--- src/rtl/exec_wb_stage_if.sv ---
// ---------------------------------------------------------------------------
// exec_wb_stage_if
//   Bundle of the decoder-facing handshake, operand inputs and the
//   register-file writeback outputs of the execute/writeback stage.
//
//   Parameters:
//     DATA_W : operand/result width in bits
//     RD_W   : destination register index width
//
//   Signals (directions seen from the stage, i.e. the slave modport):
//     valid_in        in   decoder presents a valid op
//     ready_out       out  stage can accept an op this cycle
//     op_in           in   4-bit opcode
//     rd_in           in   destination register index
//     sr1_data_in     in   operand A
//     sr2_data_in     in   operand B
//     imm_in          in   immediate for LDI
//     rd_out          out  writeback destination
//     we_reg_out      out  writeback strobe (one-cycle pulse)
//     data_out        out  writeback data
//     zero_flag_out   out  result == 0 of last committed op
//     carry_flag_out  out  carry/borrow/shift-out of last committed op
//     illegal_out     out  one-cycle pulse on an undefined opcode
//
//   Modports:
//     master : decoder / register-file side
//     slave  : the execute/writeback stage
// ---------------------------------------------------------------------------
interface exec_wb_stage_if #(
  parameter int DATA_W = 8,
  parameter int RD_W   = 3
);

  logic              valid_in;
  logic              ready_out;
  logic [3:0]        op_in;
  logic [RD_W-1:0]   rd_in;
  logic [DATA_W-1:0] sr1_data_in;
  logic [DATA_W-1:0] sr2_data_in;
  logic [DATA_W-1:0] imm_in;
  logic [RD_W-1:0]   rd_out;
  logic              we_reg_out;
  logic [DATA_W-1:0] data_out;
  logic              zero_flag_out;
  logic              carry_flag_out;
  logic              illegal_out;

  modport master (
    output valid_in, op_in, rd_in, sr1_data_in, sr2_data_in, imm_in,
    input  ready_out, rd_out, we_reg_out, data_out,
           zero_flag_out, carry_flag_out, illegal_out
  );

  modport slave (
    input  valid_in, op_in, rd_in, sr1_data_in, sr2_data_in, imm_in,
    output ready_out, rd_out, we_reg_out, data_out,
           zero_flag_out, carry_flag_out, illegal_out
  );

endinterface

--- src/rtl/exec_wb_stage.sv ---
// ---------------------------------------------------------------------------
// exec_wb_stage
//   Execute/writeback stage sitting directly upstream of the register file.
//   Single-cycle ALU ops are committed one edge after they are accepted.
//   When EXEC_MUL_EN is defined, opcode 0xA runs an iterative shift-add
//   multiply (one multiplier bit per cycle, LSB first) and commits DATA_W
//   edges after acceptance; otherwise opcode 0xA is illegal and the stage
//   is always ready.
//
//   Configuration macro: EXEC_MUL_EN (enables the multiply state/datapath)
//
//   Ports:
//     clka      : clock, all state updates on posedge
//     reset_in  : asynchronous, active-low reset
//     bus       : exec_wb_stage_if.slave (handshake, operands, writeback)
// ---------------------------------------------------------------------------
module exec_wb_stage #(
  parameter int DATA_W = 8,
  parameter int RD_W   = 3
) (
  input  logic           clka,
  input  logic           reset_in,
  exec_wb_stage_if.slave bus
);

  localparam logic [3:0] OP_ADD = 4'h0;
  localparam logic [3:0] OP_SUB = 4'h1;
  localparam logic [3:0] OP_AND = 4'h2;
  localparam logic [3:0] OP_OR  = 4'h3;
  localparam logic [3:0] OP_XOR = 4'h4;
  localparam logic [3:0] OP_NOT = 4'h5;
  localparam logic [3:0] OP_SHL = 4'h6;
  localparam logic [3:0] OP_SHR = 4'h7;
  localparam logic [3:0] OP_MOV = 4'h8;
  localparam logic [3:0] OP_LDI = 4'h9;
`ifdef EXEC_MUL_EN
  localparam logic [3:0] OP_MUL = 4'hA;
  localparam int         CNT_W  = (DATA_W > 1) ? $clog2(DATA_W) : 1;

  typedef enum logic [0:0] {
    IDLE = 1'b0,
    MUL  = 1'b1
  } state_t;

  state_t                state_q,  state_nxt;
  logic [2*DATA_W-1:0]   mcand_q,  mcand_nxt;
  logic [DATA_W-1:0]     mplier_q, mplier_nxt;
  logic [2*DATA_W-1:0]   acc_q,    acc_nxt;
  logic [2*DATA_W-1:0]   acc_step;
  logic [CNT_W-1:0]      cnt_q,    cnt_nxt;
  logic [RD_W-1:0]       mul_rd_q, mul_rd_nxt;
  logic                  alu_is_mul;
`endif

  logic                  ready;
  logic                  accept;

  logic [DATA_W:0]       sum_ext;
  logic [DATA_W:0]       diff_ext;
  logic [DATA_W-1:0]     alu_res;
  logic                  alu_carry;
  logic                  alu_illegal;

  logic [RD_W-1:0]       rd_q,      rd_nxt;
  logic [DATA_W-1:0]     data_q,    data_nxt;
  logic                  we_q,      we_nxt;
  logic                  zero_q,    zero_nxt;
  logic                  carry_q,   carry_nxt;
  logic                  illegal_q, illegal_nxt;

  // Ready depends only on the registered state so the decoder never sees a
  // combinational loop back through valid_in.
`ifdef EXEC_MUL_EN
  assign ready = (state_q == IDLE);
`else
  assign ready = 1'b1;
`endif
  assign accept = bus.valid_in & ready;

  // Extended add/subtract so bit DATA_W carries the carry-out or borrow.
  assign sum_ext  = {1'b0, bus.sr1_data_in} + {1'b0, bus.sr2_data_in};
  assign diff_ext = {1'b0, bus.sr1_data_in} - {1'b0, bus.sr2_data_in};

  // Single-cycle ALU: decode the opcode into a result, its carry, and a flag
  // saying whether the op is undefined (or, with the multiplier built in,
  // whether it has to be handed off to the iterative multiply).
  always_comb begin
    alu_res     = '0;
    alu_carry   = 1'b0;
    alu_illegal = 1'b0;
`ifdef EXEC_MUL_EN
    alu_is_mul  = 1'b0;
`endif
    case (bus.op_in)
      OP_ADD: begin
        alu_res   = sum_ext[DATA_W-1:0];
        alu_carry = sum_ext[DATA_W];
      end
      OP_SUB: begin
        alu_res   = diff_ext[DATA_W-1:0];
        alu_carry = diff_ext[DATA_W];
      end
      OP_AND: alu_res = bus.sr1_data_in & bus.sr2_data_in;
      OP_OR:  alu_res = bus.sr1_data_in | bus.sr2_data_in;
      OP_XOR: alu_res = bus.sr1_data_in ^ bus.sr2_data_in;
      OP_NOT: alu_res = ~bus.sr1_data_in;
      OP_SHL: begin
        alu_res   = {bus.sr1_data_in[DATA_W-2:0], 1'b0};
        alu_carry = bus.sr1_data_in[DATA_W-1];
      end
      OP_SHR: begin
        alu_res   = {1'b0, bus.sr1_data_in[DATA_W-1:1]};
        alu_carry = bus.sr1_data_in[0];
      end
      OP_MOV: alu_res = bus.sr2_data_in;
      OP_LDI: alu_res = bus.imm_in;
`ifdef EXEC_MUL_EN
      OP_MUL: alu_is_mul = 1'b1;
`endif
      default: alu_illegal = 1'b1;
    endcase
  end

  // Next-state and next-output logic. Every register holds by default and
  // the writeback/illegal strobes default low so they only pulse for one
  // cycle. In MUL the stage ignores valid_in and steps the shift-add
  // multiply; the final step commits the low half and flags a carry when
  // any bit of the high half is set.
  always_comb begin
    rd_nxt      = rd_q;
    data_nxt    = data_q;
    zero_nxt    = zero_q;
    carry_nxt   = carry_q;
    we_nxt      = 1'b0;
    illegal_nxt = 1'b0;
`ifdef EXEC_MUL_EN
    state_nxt   = state_q;
    mcand_nxt   = mcand_q;
    mplier_nxt  = mplier_q;
    acc_nxt     = acc_q;
    cnt_nxt     = cnt_q;
    mul_rd_nxt  = mul_rd_q;
    acc_step    = acc_q + (mplier_q[0] ? mcand_q : '0);

    if (state_q == MUL) begin
      acc_nxt    = acc_step;
      mcand_nxt  = {mcand_q[2*DATA_W-2:0], 1'b0};
      mplier_nxt = {1'b0, mplier_q[DATA_W-1:1]};
      cnt_nxt    = cnt_q + 1'b1;
      if (cnt_q == CNT_W'(DATA_W - 1)) begin
        state_nxt = IDLE;
        we_nxt    = 1'b1;
        rd_nxt    = mul_rd_q;
        data_nxt  = acc_step[DATA_W-1:0];
        zero_nxt  = (acc_step[DATA_W-1:0] == '0);
        carry_nxt = |acc_step[2*DATA_W-1:DATA_W];
      end
    end else
`endif
    if (accept) begin
`ifdef EXEC_MUL_EN
      if (alu_is_mul) begin
        state_nxt  = MUL;
        mcand_nxt  = {{DATA_W{1'b0}}, bus.sr1_data_in};
        mplier_nxt = bus.sr2_data_in;
        acc_nxt    = '0;
        cnt_nxt    = '0;
        mul_rd_nxt = bus.rd_in;
      end else
`endif
      if (alu_illegal) begin
        illegal_nxt = 1'b1;
      end else begin
        we_nxt    = 1'b1;
        rd_nxt    = bus.rd_in;
        data_nxt  = alu_res;
        zero_nxt  = (alu_res == '0);
        carry_nxt = alu_carry;
      end
    end
  end

  // State and output registers. Reset is asynchronous so asserting it in the
  // middle of a multiply drops the operation without any writeback.
  always_ff @(posedge clka or negedge reset_in) begin
    if (!reset_in) begin
      rd_q      <= '0;
      data_q    <= '0;
      we_q      <= 1'b0;
      zero_q    <= 1'b0;
      carry_q   <= 1'b0;
      illegal_q <= 1'b0;
    end else begin
      rd_q      <= rd_nxt;
      data_q    <= data_nxt;
      we_q      <= we_nxt;
      zero_q    <= zero_nxt;
      carry_q   <= carry_nxt;
      illegal_q <= illegal_nxt;
    end
  end

`ifdef EXEC_MUL_EN
  // FSM state plus the multiply working registers.
  always_ff @(posedge clka or negedge reset_in) begin
    if (!reset_in) begin
      state_q  <= IDLE;
      mcand_q  <= '0;
      mplier_q <= '0;
      acc_q    <= '0;
      cnt_q    <= '0;
      mul_rd_q <= '0;
    end else begin
      state_q  <= state_nxt;
      mcand_q  <= mcand_nxt;
      mplier_q <= mplier_nxt;
      acc_q    <= acc_nxt;
      cnt_q    <= cnt_nxt;
      mul_rd_q <= mul_rd_nxt;
    end
  end
`endif

  assign bus.ready_out      = ready;
  assign bus.rd_out         = rd_q;
  assign bus.data_out       = data_q;
  assign bus.we_reg_out     = we_q;
  assign bus.zero_flag_out  = zero_q;
  assign bus.carry_flag_out = carry_q;
  assign bus.illegal_out    = illegal_q;

endmodule

--- src/flat_wrapper.sv ---
// flat-port wrapper written by rule: the top's interface ports become plain ports
module exec_wb_stage_flat 
#(
  parameter int DATA_W = 8,
  parameter int RD_W   = 3
)
  (clka, reset_in, bus_valid_in, bus_op_in, bus_rd_in, bus_sr1_data_in, bus_sr2_data_in, bus_imm_in, bus_ready_out, bus_rd_out, bus_we_reg_out, bus_data_out, bus_zero_flag_out, bus_carry_flag_out, bus_illegal_out);
  exec_wb_stage_if #(.DATA_W(DATA_W), .RD_W(RD_W)) bus_i ();
  input  logic clka;
  input  logic reset_in;
  input wire logic [$bits(bus_i.valid_in)-1:0] bus_valid_in;
  input wire logic [$bits(bus_i.op_in)-1:0] bus_op_in;
  input wire logic [$bits(bus_i.rd_in)-1:0] bus_rd_in;
  input wire logic [$bits(bus_i.sr1_data_in)-1:0] bus_sr1_data_in;
  input wire logic [$bits(bus_i.sr2_data_in)-1:0] bus_sr2_data_in;
  input wire logic [$bits(bus_i.imm_in)-1:0] bus_imm_in;
  output wire logic [$bits(bus_i.ready_out)-1:0] bus_ready_out;
  output wire logic [$bits(bus_i.rd_out)-1:0] bus_rd_out;
  output wire logic [$bits(bus_i.we_reg_out)-1:0] bus_we_reg_out;
  output wire logic [$bits(bus_i.data_out)-1:0] bus_data_out;
  output wire logic [$bits(bus_i.zero_flag_out)-1:0] bus_zero_flag_out;
  output wire logic [$bits(bus_i.carry_flag_out)-1:0] bus_carry_flag_out;
  output wire logic [$bits(bus_i.illegal_out)-1:0] bus_illegal_out;
  assign bus_i.valid_in = bus_valid_in;
  assign bus_i.op_in = bus_op_in;
  assign bus_i.rd_in = bus_rd_in;
  assign bus_i.sr1_data_in = bus_sr1_data_in;
  assign bus_i.sr2_data_in = bus_sr2_data_in;
  assign bus_i.imm_in = bus_imm_in;
  assign bus_ready_out = bus_i.ready_out;
  assign bus_rd_out = bus_i.rd_out;
  assign bus_we_reg_out = bus_i.we_reg_out;
  assign bus_data_out = bus_i.data_out;
  assign bus_zero_flag_out = bus_i.zero_flag_out;
  assign bus_carry_flag_out = bus_i.carry_flag_out;
  assign bus_illegal_out = bus_i.illegal_out;
  exec_wb_stage #(.DATA_W(DATA_W), .RD_W(RD_W)) u_core (.clka(clka), .reset_in(reset_in), .bus(bus_i));
endmodule
--- config.mk ---
export PLATFORM = sky130hd
export DESIGN_NAME = exec_wb_stage_flat
export DESIGN_NICKNAME = d
export VERILOG_FILES = /design/src/rtl/exec_wb_stage_if.sv /design/src/rtl/exec_wb_stage.sv /design/src/flat_wrapper.sv
export SDC_FILE = /design/constraint.sdc
export NUM_CORES = 1
export LEC_CHECK = 0
export ABC_AREA = 1
export CORE_MARGIN = 1
export CORE_UTILIZATION = 50
export DETAILED_ROUTE_END_ITERATION = 7
export GPL_ROUTABILITY_DRIVEN = 1
export PLACE_DENSITY = 0.8
export SYNTH_ARGS = -nofsm -noshare
export SYNTH_HDL_FRONTEND = slang
export SYNTH_SLANG_ARGS = --single-unit
export TNS_END_PERCENT = 1
--- constraint.sdc ---
create_clock -name clka -period 1.8 [get_ports clka]
set_clock_uncertainty 0.2 [all_clocks]
set_input_delay 0.36 -clock clka [delete_from_list [all_inputs] [get_ports clka]]
set_output_delay 0.36 -clock clka [all_outputs]
set_load 0.03 [all_outputs]
==> reports/metrics.yaml <==
status:
  status: "finished with violations"
  violations: "setup timing"
finish:
  syn2layout_area_growth_pct: 62.41
  nets: 539
  multi_input_area_um2: 1798
  final_core_util_pct: 86.19
  diodes: 0
  seq_area_um2: 375.4
  drive_gt1_share_pct: 30.33
  fill_cells: 243
  finalNonFillerCells: 528
flow_run:
  maxCapViolations: 0
setup_path:
  crit_chain: "dlygate4sd2_1, inv_2, ha_4, buf_6, nand2_1, inv_1, nor2_1, nand2_1, nand2_1, nor2_1, nand2_1, nor2_1, nand3_1, nor2_1, nand3_1, nand2_1"
  arrival_ns: 2.14
  rrSetupSlack_ns: 0.86
  required_ns: 1.79
  start_kind: "input pin"
  crit_slowest_cell: "ha_4"
  cpPeakStageDelay_ns: 0.31
  path_common_cell: "nand2_1"
  crit_buf_inv: 4
  critical_path_class: "in2reg"
  cp_top_family: "simple AND/OR/NAND/NOR gates"
  crit_path_max_fanout: 6
  cp-end-kind: "register"
clock_tree:
  cts_buffers: 3
  insertion_delay_ns: 0.25
  cts_tree: "built"
  numClockSinks: 15
  clock-root-buffer: "clkbuf_8"
  clk_pin_slew_worst_paths_ns: 0.07
  clockBufferDepth: 2
  cts-htree-levels: 1
sta:
  fin_crit_sh_pct: 119.4
  final_hold_viol_count: 0
  setup_slack_ns: -0.3492
  period_minus_slack_ns: 2.149
  setup_viol_count_final: 9
  fmax_mhz: 465.3
  slew_viol_final: 0
  rsz0062_at_grt: "yes"
global_routing:
  grt_pass1_wl_um: 13400
  grt_pass1_vias: 2987
  overflow: 0
  grt_util_all_layers_pct: 39.17
  antenna_found_initial: 0
  grt_max_degree: 18
placed_design:
  io_buffers: 48
  dp_hpwl_um: 6219
  placedCellCount: 522
  gp_congestion: 1.023
route:
  routed.top_layer: "met4"
  drc: 0
  dr_wl_met3_um: 734
  num_vias: 3097
  wl_met2_um: 4380
  firstDrtPassIters: 5
  drtIter0Drc: 419
  routed_wl_um: 8734
  final_antenna_net_count: 0
  vias_per_cell: 5.866
  m1WireLength_um: 3158
  wl_per_cell_um: 16.54
synth:
  synth_top_cell_by_area: "nand2_1"
  yosys-top-cells-area: "nand2_1, dfrtp_1, ha_1"
  synth_top_area_share_pct: 21.79
  synth-main-ff-cell: "dfrtp_1"
  seq_area_frac_synth_pct: 17.43
  synthCells: 364
  async_reset_ff_share_pct: 100.0
  yosys.cell_types.count: 29
  ys_ff_latch: 15
  synth_edf_count: 0
  syn_area_um2: 2153
  synth_most_common_cell: "nand2_1"
  yosys_warnings: 0
  syn_nets: 424
  ys_top_cells_by_count: "nand2_1, nand3_1, inv_1"
  avgSynthCellArea_um2: 5.916
pwr:
  power.leakage_nw: 1.864
  vdd_drop_max_v: 0.0002957
  power_density_nw_per_um2: 473.9
worst_hold_path:
  min_path_type: "in2async"
die:
  start_util_pct: 53.07
  die-area_um2: 4573
  die_y_um: 67.63
  die_x_um: 67.63
  design.core.area_um2: 4058
  io_pins: 50
  num_rows: 23
-- state kept, by name, indices dropped and copies added (netlist names) --
signal,flops
u_core.bus.carry_flag_out,1
u_core.bus.zero_flag_out,1
u_core.bus.rd_out,3
u_core.bus.we_reg_out,1
u_core.bus.illegal_out,1
u_core.bus.data_out,8
-- cell type report --
class / count / share of cell area (%)
multi-input combinational: 294 / 51.41
tap: 50 / 1.789
timing repair buffer: 120 / 29.45
sequential: 15 / 10.73
inverter: 45 / 5.295
clock inverter: 1 / 0.1431
clock buffer: 3 / 1.181
-- per-layer routing --
metal,up-vias,global-route usage [%]
li1,1394,-
met5,-,0
met2,217,70.05
met3,54,4.223
met1,1432,45.04
met4,0,20.74
-- kinds of logic after synthesis --
group | Yosys count | share of synthesized area [%]
and+or+nand+nor | 239 | 48.34
buffers and inverters | 55 | 10.81
AOI/OAI and AO/OA | 27 | 7.031
adders and majority gates | 26 | 15.80
DFF | 15 | 17.43
xor gates and xnor gates | 1 | 0.4068
other | 1 | 0.1742
-- through the flow --
stage	hold slack (ns)	total power [mW]	setup WS (ns)	TNS, ns	area [um2]
5_1_grt	0.2430	1.750	-0.4633	-2.543	3497
6_report	0.2173	1.657	-0.3492	-1.679	3497
3_3_place_gp	0.2551	1.261	-0.8518	-9.052	3213
2_1_floorplan	-0.1356	0.8449	-0.1368	-0.4498	2183
3_5_place_dp	0.2600	1.291	-0.8981	-9.664	3213
4_1_cts	0.2273	1.593	-0.1829	-0.8021	3452
-- where the power goes --
part           leakage, nW  switching (mW)  internal (mW)
sequential           0.193          0.0244          0.383
combinational         1.65           0.557          0.415
clock               0.0255           0.124          0.153
total                 1.86           0.706          0.952
-- worst register-to-register path: cells and delay by family, from the launching register on --
family	cells	cell delay [ns]
AOI/OAI and AO/OA	1	0.17
DFF	1	0.39
buffers and inverters	1	0.06
-- worst paths after layout --
path | from | to | cells after the start
worst max register to register | u_core.bus.data_out[2]$_DFFE_PN0P_ | u_core.bus.data_out[2]$_DFFE_PN0P_ | 2
min in group clka | u_core.bus.rd_out[1]$_DFFE_PN0P_ | u_core.bus.rd_out[1]$_DFFE_PN0P_ | 2
worst max-delay path | bus_sr1_data_in[2] | u_core.bus.zero_flag_out$_DFFE_PN0P_ | 16
worst min register to register | u_core.bus.rd_out[1]$_DFFE_PN0P_ | u_core.bus.rd_out[1]$_DFFE_PN0P_ | 2
worst min-delay path | reset_in | u_core.bus.rd_out[1]$_DFFE_PN0P_ | 2
max in group asynchronous | reset_in | u_core.bus.data_out[2]$_DFFE_PN0P_ | 2
-- repair_timing --
item | 4_1_cts | 5_1_grt
buffers inserted | 0 | 3
pin swaps | 31 | 10
cloned | 0 | 0
endpoints found under the setup margin | 27 | 14
hold buffers | 0 | 0
resized for setup | 105 | 15
-- layout by cell type (no fill, tap or decap), drive strengths merged, types with 10 or more instances in the layout --
cell           count
nor2              41
nand2            126
dfrtp             15
a21oi             10
clkdlybuf4s50     15
dlygate4sd2       26
buf               74
inv               44
o21ai             11
nand3             59
ha                24
Power figures use the tool's default switching activity.
